===== src/rtl/spi_master_arbiter.sv =====
// spi_master_arbiter: mode-0, 8-bit SPI master whose bus is shared by NREQ requesters.
// Optional macro SPI_ARB_ROUND_ROBIN_EN selects round-robin arbitration; without it, the lowest index wins.
module spi_master_arbiter #(
   parameter int NREQ    = 2,
   parameter int CLK_DIV = 2
) (
   input  logic              clk,
   input  logic              reset,
   input  logic [NREQ-1:0]   req,
   input  logic [8*NREQ-1:0] tx_data,
   output logic [NREQ-1:0]   grant,
   output logic              done,
   output logic [7:0]        rx_data,
   output logic              busy,
   output logic              sclk,
   output logic [NREQ-1:0]   CS,
   output logic              MOSI,
   input  logic              MISO
);
   localparam int PW = (NREQ > 1) ? $clog2(NREQ) : 1;
   localparam int HW = $clog2(CLK_DIV + 1);
   localparam logic [HW-1:0] HRELOAD = HW'(CLK_DIV - 1);

   typedef enum logic [2:0] {IDLE, SETUP, SHIFT, HOLD, DONE} state_t;

   state_t          state;
   logic [HW-1:0]   hcnt;
   logic [3:0]      bcnt;
   logic [7:0]      tx_sh;
   logic [7:0]      rx_sh;
   logic [PW-1:0]   win_idx;
   logic [NREQ-1:0] win_onehot;
   logic [7:0]      win_byte;

`ifdef SPI_ARB_ROUND_ROBIN_EN
   logic [PW-1:0]   ptr;
   logic [PW-1:0]   ptr_next;

   assign ptr_next = (win_idx == PW'(NREQ - 1)) ? '0 : win_idx + PW'(1);
`endif

   always_comb begin
      win_idx = '0;
      for (int i = NREQ - 1; i >= 0; i--)
         if (req[i]) win_idx = PW'(i);
`ifdef SPI_ARB_ROUND_ROBIN_EN
      // A requester at or above the pointer outranks every requester below it.
      for (int i = NREQ - 1; i >= 0; i--)
         if (req[i] && (PW'(i) >= ptr)) win_idx = PW'(i);
`endif
   end

   always_comb begin
      win_onehot = '0;
      win_byte   = '0;
      for (int i = 0; i < NREQ; i++) begin
         if (PW'(i) == win_idx) begin
            win_onehot[i] = 1'b1;
            win_byte      = tx_data[8*i +: 8];
         end
      end
   end

   // hcnt counts down each phase; bcnt numbers the 16 sclk half-periods of SHIFT.
   always_ff @(posedge clk) begin
      if (reset) begin
         state   <= IDLE;
         grant   <= '0;
         done    <= 1'b0;
         rx_data <= '0;
         busy    <= 1'b0;
         sclk    <= 1'b0;
         CS      <= '1;
         MOSI    <= 1'b0;
         hcnt    <= '0;
         bcnt    <= '0;
         tx_sh   <= '0;
         rx_sh   <= '0;
`ifdef SPI_ARB_ROUND_ROBIN_EN
         ptr     <= '0;
`endif
      end else begin
         case (state)
            IDLE: begin
               done <= 1'b0;
               if (|req) begin
                  grant <= win_onehot;
                  CS    <= ~win_onehot;
                  tx_sh <= win_byte;
                  MOSI  <= win_byte[7];
                  rx_sh <= '0;
                  sclk  <= 1'b0;
                  busy  <= 1'b1;
                  hcnt  <= HRELOAD;
                  state <= SETUP;
`ifdef SPI_ARB_ROUND_ROBIN_EN
                  ptr   <= ptr_next;
`endif
               end
            end
            SETUP: begin
               if (hcnt == '0) begin
                  hcnt  <= HRELOAD;
                  bcnt  <= '0;
                  state <= SHIFT;
               end else begin
                  hcnt <= hcnt - HW'(1);
               end
            end
            SHIFT: begin
               if (hcnt == '0) begin
                  hcnt <= HRELOAD;
                  sclk <= ~sclk;
                  bcnt <= bcnt + 4'd1;
                  if (!sclk) begin
                     rx_sh <= {rx_sh[6:0], MISO};
                  end else if (bcnt != 4'd15) begin
                     tx_sh <= {tx_sh[6:0], 1'b0};
                     MOSI  <= tx_sh[6];
                  end
                  if (bcnt == 4'd15) state <= HOLD;
               end else begin
                  hcnt <= hcnt - HW'(1);
               end
            end
            HOLD: begin
               if (hcnt == '0) begin
                  CS      <= '1;
                  MOSI    <= 1'b0;
                  done    <= 1'b1;
                  rx_data <= rx_sh;
                  state   <= DONE;
               end else begin
                  hcnt <= hcnt - HW'(1);
               end
            end
            DONE: begin
               done  <= 1'b0;
               grant <= '0;
               busy  <= 1'b0;
               state <= IDLE;
            end
            default: state <= IDLE;
         endcase
      end
   end
endmodule


===== config.mk =====
export PLATFORM = sky130hd
export DESIGN_NAME = spi_master_arbiter
export DESIGN_NICKNAME = d
export VERILOG_FILES = /design/src/rtl/spi_master_arbiter.sv
export SDC_FILE = /design/constraint.sdc
export NUM_CORES = 1
export LEC_CHECK = 0
export BUFFER_PORTS_ARGS = -buffer_cell sky130_fd_sc_hd__clkbuf_2
export CAP_MARGIN = 10
export CORE_ASPECT_RATIO = 2
export CORE_MARGIN = 2
export CORE_UTILIZATION = 25
export CTS_CLUSTER_DIAMETER = 50
export DETAILED_ROUTE_END_ITERATION = 16
export HOLD_SLACK_MARGIN = 0.15
export SLEW_MARGIN = 30
export SYNTH_ARGS = -nofsm -noshare
export SYNTH_HDL_FRONTEND = slang
export SYNTH_SLANG_ARGS = --single-unit

===== constraint.sdc =====
create_clock -name clk -period 1.9 [get_ports clk]
set_input_delay 0.095 -clock clk [delete_from_list [all_inputs] [get_ports clk]]
set_output_delay 0.095 -clock clk [all_outputs]
set_load 0.02 [all_outputs]

Yosys cells after proc, flatten, opt, wreduce, memory -nomap -nowiden
Cells that the tools add are included.
{"block": "op_classes", "addsub": 2, "eq_ne": 15, "mux": 45, "bitwise": 2, "reduce_logical": 23}
{"op": "$mux 8", "n": 4}
{"op": "$mux 7", "n": 4}
{"op": "$ne 2x2->1 const B", "n": 9}
{"op": "$pmux 8 s2", "n": 1}
{"op": "$mux 3", "n": 5}
{"op": "$pmux 7 s2", "n": 1}
{"op": "$mux 1", "n": 13}
{"op": "$mux 2", "n": 6}
{"op": "$pmux 3 s4", "n": 1}
{"op": "$reduce_and 3->1", "n": 4}
{"op": "$reduce_and 5->1", "n": 2}
{"op": "$reduce_bool 2->1", "n": 5}
{"op": "$mux 4", "n": 2}
{"op": "$pmux 2 s2", "n": 2}
{"op": "$pmux 4 s2", "n": 1}
{"op": "$eq 3x2->1 const B", "n": 2}
{"op": "$pmux 1 s2", "n": 3}
{"op": "$pmux 2 s3", "n": 1}
{"op": "$reduce_and 2->1", "n": 3}
{"op": "$reduce_and 6->1", "n": 1}
{"op": "$reduce_bool 3->1", "n": 2}
{"op": "$reduce_or 2->1", "n": 3}
{"op": "$add 4x1->4 const B", "n": 1}
{"op": "$eq 4x4->1 const B", "n": 1}
{"op": "other kinds (10)", "n": 10}
{"block": "word_totals", "ff_bits": 40, "in_bits": 21, "out_inout_bits": 16, "elab_cells": 99}

Longest topological paths before layout
Gate-level depths: netlist of run 1.
{"block": "logic_depth", "ltp_word": 6, "depth_mapped": 8, "ltp_nobuf": 6}

Worst setup path before layout of run 1
OpenSTA, ideal clock, no wires.
{"block": "synth_timing", "kind": "register -> register", "startpoint": "register hcnt[0]", "endpoint": "register tx_sh[3]", "setup_ns": 0.135, "arrival_time_ns": 1.464, "required_time_ns": 1.765, "path_slack_ns": 0.301, "path_stages_with_launch": 9, "path_buffers": 2, "period_less_slack_ns": 1.599, "path_cell_list": "dfxtp_1 inv_1 ha_1 buf_2 nand3_1 o21a_1 buf_2 o21ai_0 o31ai_2"}
{"block": "synth_between", "elab_chain_len": 3}
{"element": "from (decl)", "line_no": "27", "rtl": "logic [HW-1:0] hcnt;"}
{"element": "from (signal assigned)", "line_no": "107", "rtl": "hcnt <= hcnt - HW'(1);"}
{"element": "from (signal assigned)", "line_no": "123", "rtl": "hcnt <= hcnt - HW'(1);"}
{"element": "from (signal assigned)", "line_no": "134", "rtl": "hcnt <= hcnt - HW'(1);"}
{"element": "$logic_not 2->1", "line_no": "111", "rtl": "if (hcnt == '0) begin"}
{"element": "$ne 2x2->1 (no source line)"}
{"element": "$reduce_and 5->1 (no source line)"}
{"element": "to (signal assigned)", "line_no": "89", "rtl": "tx_sh <= win_byte;"}
{"element": "to (signal assigned)", "line_no": "118", "rtl": "tx_sh <= {tx_sh[6:0], 1'b0};"}
{"element": "to (decl)", "line_no": "29", "rtl": "logic [7:0] tx_sh;"}
Every way passes these cells.
A chain may end at the register's enable or synchronous reset.

Worst setup path in the final report of run 1
{"block": "layout_timing", "startpoint": "input port req[0]", "endpoint": "register tx_sh[5]"}
{"block": "layout_between", "elab_chain_len": 4, "word_cells_on_any_way": 7, "classes_between": "eq/ne: 1; mux: 4; reduce/logical: 2"}
{"element": "from (decl)", "line_no": "9", "rtl": "input logic [NREQ-1:0] req,"}
{"element": "$mux 1", "line_no": "45", "rtl": "if (req[i]) win_idx = PW'(i);"}
{"element": "$mux 8", "line_no": "57", "rtl": "if (PW'(i) == win_idx) begin"}
{"element": "$mux 7", "line_no": "86", "rtl": "if (|req) begin"}
{"element": "$pmux 7 s2", "line_no": "83", "rtl": "case (state)"}
Several ways; a longest one is shown, not always the timed one. The select of a mux whose other input is x is not followed.

==> results of run 1 <==
how the worst max path moves through the flow:
stage	from	endpoint	slack (ns)	cells past startpoint
2_1_floorplan	hcnt[0]$_SDFFE_PP0P_	tx_sh[3]$_SDFFE_PP0P_	0.30	8
3_3_place_gp	hcnt[0]$_SDFFE_PP0P_	rx_sh[3]$_SDFFE_PP0P_	0.20	6
3_5_place_dp	hcnt[0]$_SDFFE_PP0P_	tx_sh[5]$_SDFFE_PP0P_	0.14	6
4_1_cts	req[0]	tx_sh[5]$_SDFFE_PP0P_	0.11	6
5_1_grt	req[0]	tx_sh[0]$_SDFFE_PP0P_	0.01	6
6_report	req[0]	tx_sh[5]$_SDFFE_PP0P_	0.15	6
layout make-up:
type / count / area [um^2] / area share
Clock buffer: 7 / 143 / 0.0571
Multi-Input combinational cell: 181 / 1140 / 0.455
Sequential cell: 40 / 801 / 0.320
Inverter: 3 / 11.3 / 0.00450
Timing Repair Buffer: 49 / 280 / 0.112
Clock inverter: 1 / 7.51 / 0.00300
Tap cell: 96 / 120 / 0.0480
layout by cell type (no fill, tap or decap), types with 2 or more instances in the layout:
| cell type | n |
|---|---|
| a211o_1 | 6 |
| a21oi_1 | 23 |
| a2bb2oi_1 | 2 |
| a311oi_1 | 3 |
| a31oi_1 | 2 |
| and2_1 | 10 |
| and3_1 | 3 |
| buf_4 | 12 |
| clkbuf_16 | 5 |
| clkbuf_2 | 36 |
| dfxtp_1 | 40 |
| ha_1 | 2 |
| inv_1 | 2 |
| mux2i_1 | 16 |
| nand2_1 | 22 |
| nand2b_1 | 3 |
| nand3_1 | 4 |
| nor2_1 | 31 |
| nor2b_1 | 8 |
| nor3_1 | 4 |
| o21a_1 | 2 |
| o21ai_0 | 13 |
| o21ai_1 | 2 |
| o21bai_1 | 2 |
| o31ai_2 | 6 |
repair_timing:
action | in CTS | in global routing
resized for setup | 0 | 1
hold endpoints to repair | 1 | 0
hold buffers | 1 | 0
setup endpoints to repair | 0 | 21
routing by layer:
layer / GRT usage / up-vias
li1: - / 923
met3: 0.0239 / 11
met5: 0 / -
met1: 0.130 / 841
met2: 0.203 / 32
met4: 0.0711 / 0
cells by family (layout without fill, tap and decap cells):
family	count (synthesis)	in the layout	synth area share
and+or+nand+nor	94	94	0.229
AOI/OAI and AO/OA	67	67	0.226
DFF	40	40	0.393
buffers and inverters	22	60	0.0509
muxes	16	16	0.0785
adders and majority gates	3	3	0.0184
xor gates and xnor gates	1	1	0.00430
tightest hold or removal path, stage by stage:
cell      delay [ns]
clkbuf_2        0.12
a21oi_1         0.14
nor3_1          0.05
where the power goes:
part	internal (mW)	switching, mW
clock	0.523	0.345
sequential	0.909	0.0623
combinational	0.258	0.341
total	1.69	0.748
stage by stage:
| step | instances | area, um^2 | hold slack, ns |
|---|---|---|---|
| 2_1_floorplan | 243 | 2040 | 0.269 |
| 3_3_place_gp | 368 | 2340 | 0.432 |
| 3_5_place_dp | 368 | 2340 | 0.428 |
| 4_1_cts | 377 | 2500 | 0.155 |
| 5_1_grt | 377 | 2500 | 0.224 |
| 6_report | 377 | 2500 | 0.162 |
sequential cells by signal, indices dropped and copies added (netlist names), 2 cells and up:
register	cells
bcnt	4
rx_sh	8
tx_sh	7
grant	2
CS	2
rx_data	8
hcnt	2
state	3
==> flow_summary_export.csv, run 1 <==
group,metric,value,unit
worst_setup_path,crit_path_max_fanout,11,
drt,drt-initial-drc-count,62,
logic_synthesis,yosysMostFrequentCell,"dfxtp_1",
floorplanning,die_area,0.00894,mm^2
floorplanning,die_w,67.9,um
floorplanning,num_rows,46,
drt,vias,1807,
logic_synthesis,synth.distinct_cells,44,
power,total_power,2.44,mW
clock_network,htreeDepth,2,
placed_design,dp_slack,0.142,ns
drt,routed-wl-met2,2510,um
logic_synthesis,ys_top_cells_by_area,"dfxtp_1 (39%), mux2i_1 (7.9%), nor2_1 (5.7%)",
sta,tns,0,ns
sta,fin_ws,0.153,ns
layout,drive_above_1_share,0.235,
drt,drt-met1-wl,2030,um
sta,hold_viol,0,
floorplanning,start_util,0.257,
sta,tightest_slew,0.661,ns
worst_setup_path,cp.arrival,1.92,ns
drt,top_layer,"met4",
worst_setup_path,cp_top_family,"compound AO/OA/AOI/OAI gates",
hold_path,worst_hold_path_type,"in2reg",
placed_design,dp_hpwl,3570,um
worst_setup_path,reg2reg_slack,0.23,ns
placed_design,portBuffers,36,
logic_synthesis,syn_nets,267,
hold_path,min_to,"grant[1]$_SDFFE_PP0P_",
logic_synthesis,netlist_area,0.00204,mm^2
power,powerDensity,975,mW/mm^2
logic_synthesis,synth_flop_cell,"dfxtp_1",
layout,fin_util,0.315,
worst_setup_path,path_class,"in2reg",
global_routing,gr-total-overflow,0,
logic_synthesis,ys_seq_elements,40,
logic_synthesis,synth_edf_count,0,
clock_network,root_buffer,"clkbuf_16",
clock_network,cts_buffers,5,
clock_network,postCtsSetupRepairBufs,0,
clock_network,clkLatencyLatePin,0.29,ns
layout,n_fill_cell,840,
clock_network,clk_path_buf_depth,2,
global_routing,antenna_found_initial,0,
outcome,status,"completed",
drt,vias_per_cell,4.79,
worst_setup_path,crit_path_top_delay_cell,"dlygate4sd3_1",
worst_setup_path,worstSetupEndpointType,"register",
global_routing,grt_pass1_vias,1757,
power,max-vdd-ir-drop,0.000373,V
global_routing,grt_max_degree,34,
logic_synthesis,synth.top_cells.by_count,"dfxtp_1 (40), nor2_1 (31), a21oi_1 (23), nand2_1 (22), mux2i_1 (16)",
drt,routed_wirelength,4860,um
floorplanning,die_h,132,um
sta,post-route-period-util,0.920,
run,max_cap_viol_count,0,
worst_setup_path,worst_setup_path_start_kind,"input pin",
floorplanning,coreArea,0.00794,mm^2
drt,drtPass1Iterations,4,
sta,rsz0062_at_grt,"no",
logic_synthesis,synth_cells,243,
logic_synthesis,synth-seq-area-share,0.393,
sta,drv_slew,0,
worst_setup_path,r2r_end,"rx_sh[7]$_SDFFE_PP0P_",
global_routing,gr-usage-all-layers,0.119,
power,cellLeakagePower,1.07,nW
sta,final-setup-viol-count,0,
sta,fmax,572,MHz
worst_setup_path,worstRegToRegCells,6,
layout,insertedDiodeCount,0,
floorplanning,ios,37,
logic_synthesis,synth.largest_area_cell,"dfxtp_1",
sta,period_needed,1.75,ns
drt,avgRoutedWirePerCell,12.9,um
sta,finalClockSkew,0.00599,ns
logic_synthesis,ys_async_sr_fraction,0,
worst_setup_path,crit_chain,"dlygate4sd3_1 -> clkbuf_2 -> o21bai_1 -> o21a_1 -> buf_4 -> o31ai_2",
hold_path,hp-start,"req[1]",
placed_design,gp_congestion,0.765,
worst_setup_path,required,2.07,ns
clock_network,cts_tree,"yes",
clock_network,clock_sinks,40,
worst_setup_path,cpPeakStageDelay,0.53,ns
layout,num-nets-final,304,
worst_setup_path,timing.rr.start,"hcnt[0]$_SDFFE_PP0P_",
drt,drcViolationCount,0,
logic_synthesis,avgSynthCellArea,8.39,um^2
worst_setup_path,cp_num_buf_inv,3,
sta,max_slew_margin,0.559,
global_routing,grt_pass1_wl,8170,um
layout,syn_to_final_growth,22.6,%
drt,wl_met3,150,um
drt,drt.antenna.violating_nets,0,
hold_path,worstHoldPathCells,3,
clock_network,clk_pin_slew_worst_paths,0.06,ns
logic_synthesis,synth.top_cell.area_share,0.393,
logic_synthesis,yosysWarnings,0,
Power figures use the tool's default switching activity.
==> inputs of run 2 (changes only) <==
- PLACE_DENSITY: unset -> 0.47
==> run 2 against run 1 <==
  * Utilization up 0.14 points
  * Sequential power is 0.9% lower
  * First-iteration DRC count is 8.1% higher
  * Largest cell class unchanged
  * Maximum frequency increased by 4.2%
  * Final cell count increased by 0.53%
  * Sequential cell count unchanged
  * Clock-buffer cell count is 2 lower
==> flow_summary_export.csv, run 2 (synthesis gave the netlist of run 1 again) <==
group,metric,value,unit
sta,post-route-period-util,0.883,
worst_setup_path,timing.rr.start,"hcnt[0]$_SDFFE_PP0P_",
power,cellLeakagePower,1.08,nW
sta,fmax,596,MHz
layout,final_common_cell,"dfxtp_1",
worst_setup_path,worstSetupEndpointType,"register",
placed_design,portBuffers,36,
drt,routed_wirelength,5020,um
floorplanning,die_area,0.00894,mm^2
sta,finalClockSkew,0.00382,ns
layout,top_regs,"rx_data (8), rx_sh (8), tx_sh (7)",
worst_setup_path,required,2.05,ns
clock_network,htreeDepth,2,
run,max_cap_viol_count,0,
floorplanning,die_w,67.9,um
global_routing,gr-usage-all-layers,0.123,
worst_setup_path,worstRegToRegCells,6,
hold_path,hp-start,"MISO",
placed_design,gp_congestion,0.772,
drt,drt-initial-drc-count,67,
drt,drcViolationCount,0,
power,powerDensity,962,mW/mm^2
clock_network,root_buffer,"clkbuf_16",
sta,rsz0062_at_grt,"no",
worst_setup_path,r2r_end,"rx_sh[5]$_SDFFE_PP0P_",
layout,drive_above_1_share,0.247,
layout,mostFrequentLayoutCells,"dfxtp_1 (40), clkbuf_2 (36), nor2_1 (30)",
global_routing,antenna_found_initial,0,
hold_path,min_to,"rx_sh[0]$_SDFFE_PP0P_",
drt,avgRoutedWirePerCell,13.2,um
drt,vias,1806,
placed_design,placedCellCount,371,
sta,period_needed,1.68,ns
global_routing,grt_pass1_wl,8270,um
power,max-vdd-ir-drop,0.000339,V
global_routing,grt_max_degree,35,
placed_design,dp_hpwl,3690,um
worst_setup_path,crit_path_max_fanout,8,
floorplanning,die_h,132,um
clock_network,clkLatencyLatePin,0.29,ns
clock_network,clock_sinks,40,
worst_setup_path,reg2reg_slack,0.22,ns
floorplanning,ios,37,
layout,insertedDiodeCount,0,
layout,syn_to_final_growth,23.1,%
sta,hold_viol,0,
floorplanning,coreArea,0.00794,mm^2
global_routing,gr-total-overflow,0,
outcome,status,"completed",
sta,whs,0.159,ns
sta,tightest_slew,0.703,ns
sta,max_slew_margin,0.532,
floorplanning,start_util,0.257,
hold_path,worstHoldPathCells,4,
layout,num-nets-final,307,
drt,drtPass1Iterations,4,
clock_network,clk_pin_slew_worst_paths,0.06,ns
clock_network,cts_buffers,5,
sta,fin_ws,0.223,ns
clock_network,cts_tree,"yes",
worst_setup_path,worst_setup_path_start_kind,"register",
clock_network,clk_path_buf_depth,2,
drt,drt.antenna.violating_nets,0,
layout,fin_util,0.316,
global_routing,grt_pass1_vias,1783,
hold_path,worst_hold_path_type,"in2reg",
layout,final_cell_count_no_fill,379,
worst_setup_path,path_class,"reg2reg",
sta,drv_slew,0,
worst_setup_path,cp.arrival,1.83,ns
sta,tns,0,ns
clock_network,postCtsSetupRepairBufs,0,
drt,vias_per_cell,4.77,
sta,final-setup-viol-count,0,
placed_design,dp_slack,0.130,ns
floorplanning,num_rows,46,
-- run 2: how the worst max path moves through the flow --
stage / cells after the start / slack, ns / end / startpoint
finish: 6 / 0.22 / rx_sh[5]$_SDFFE_PP0P_ / hcnt[0]$_SDFFE_PP0P_
floorplan: 8 / 0.30 / tx_sh[3]$_SDFFE_PP0P_ / hcnt[0]$_SDFFE_PP0P_
global route: 5 / 0.08 / hcnt[1]$_SDFFE_PP0P_ / state[1]$_SDFFE_PP0P_
CTS: 6 / 0.12 / rx_data[4]$_SDFFE_PP0P_ / hcnt[0]$_SDFFE_PP0P_
detailed placement: 6 / 0.13 / rx_data[7]$_SDFFE_PP0P_ / hcnt[0]$_SDFFE_PP0P_
global placement: 5 / 0.19 / tx_sh[0]$_SDFFE_PP0P_ / bcnt[0]$_SDFFE_PP0P_
-- run 2: layout make-up --
type / count / area, um^2
Fill cell: 863 / 5430
Multi-Input combinational cell: 181 / 1140
Sequential cell: 40 / 801
Timing Repair Buffer: 52 / 303
Clock buffer: 5 / 125
Tap cell: 96 / 120
Clock inverter: 2 / 12.5
Inverter: 3 / 11.3
-- run 2: worst max-delay path: stages, from the launching register on --
cell and delay [ns]:
dfxtp_1 0.35, inv_1 0.07, ha_1 0.28, nand3b_1 0.16, a21oi_4 0.39, mux2i_1 0.23, nor2_1 0.05
-- run 2: power by group --
group	internal, mW	total, mW	leakage [nW]	switching (mW)
Sequential	0.909	0.963	0.326	0.0537
Clock	0.477	0.821	0.0657	0.345
Combinational	0.269	0.630	0.685	0.361
Total	1.65	2.41	1.08	0.760
-- run 2: repair_timing --
action | 4_1_cts | 5_1_grt
endpoints found under the setup margin | 0 | 9
gates resized for setup | 0 | 2
endpoints found under the hold margin | 1 | 0
hold buffers | 1 | 0
-- run 2: routing by layer --
layer  up-vias  global-route usage  share of wire
li1        928                   -              -
met2        30               0.215           0.52
met4         0              0.0667          0.035
met5         -                   0              0
met1       841               0.129           0.41
met3         7              0.0282          0.033
-- run 2: metrics by stage --
| step | instance area [um^2] | power (mW) |
|---|---|---|
| after floorplan | 2040 | 1.43 |
| after detailed placement | 2360 | 1.61 |
| after global routing | 2510 | 2.54 |
| final | 2510 | 2.41 |
| after global placement | 2360 | 1.61 |
| after CTS | 2510 | 2.44 |
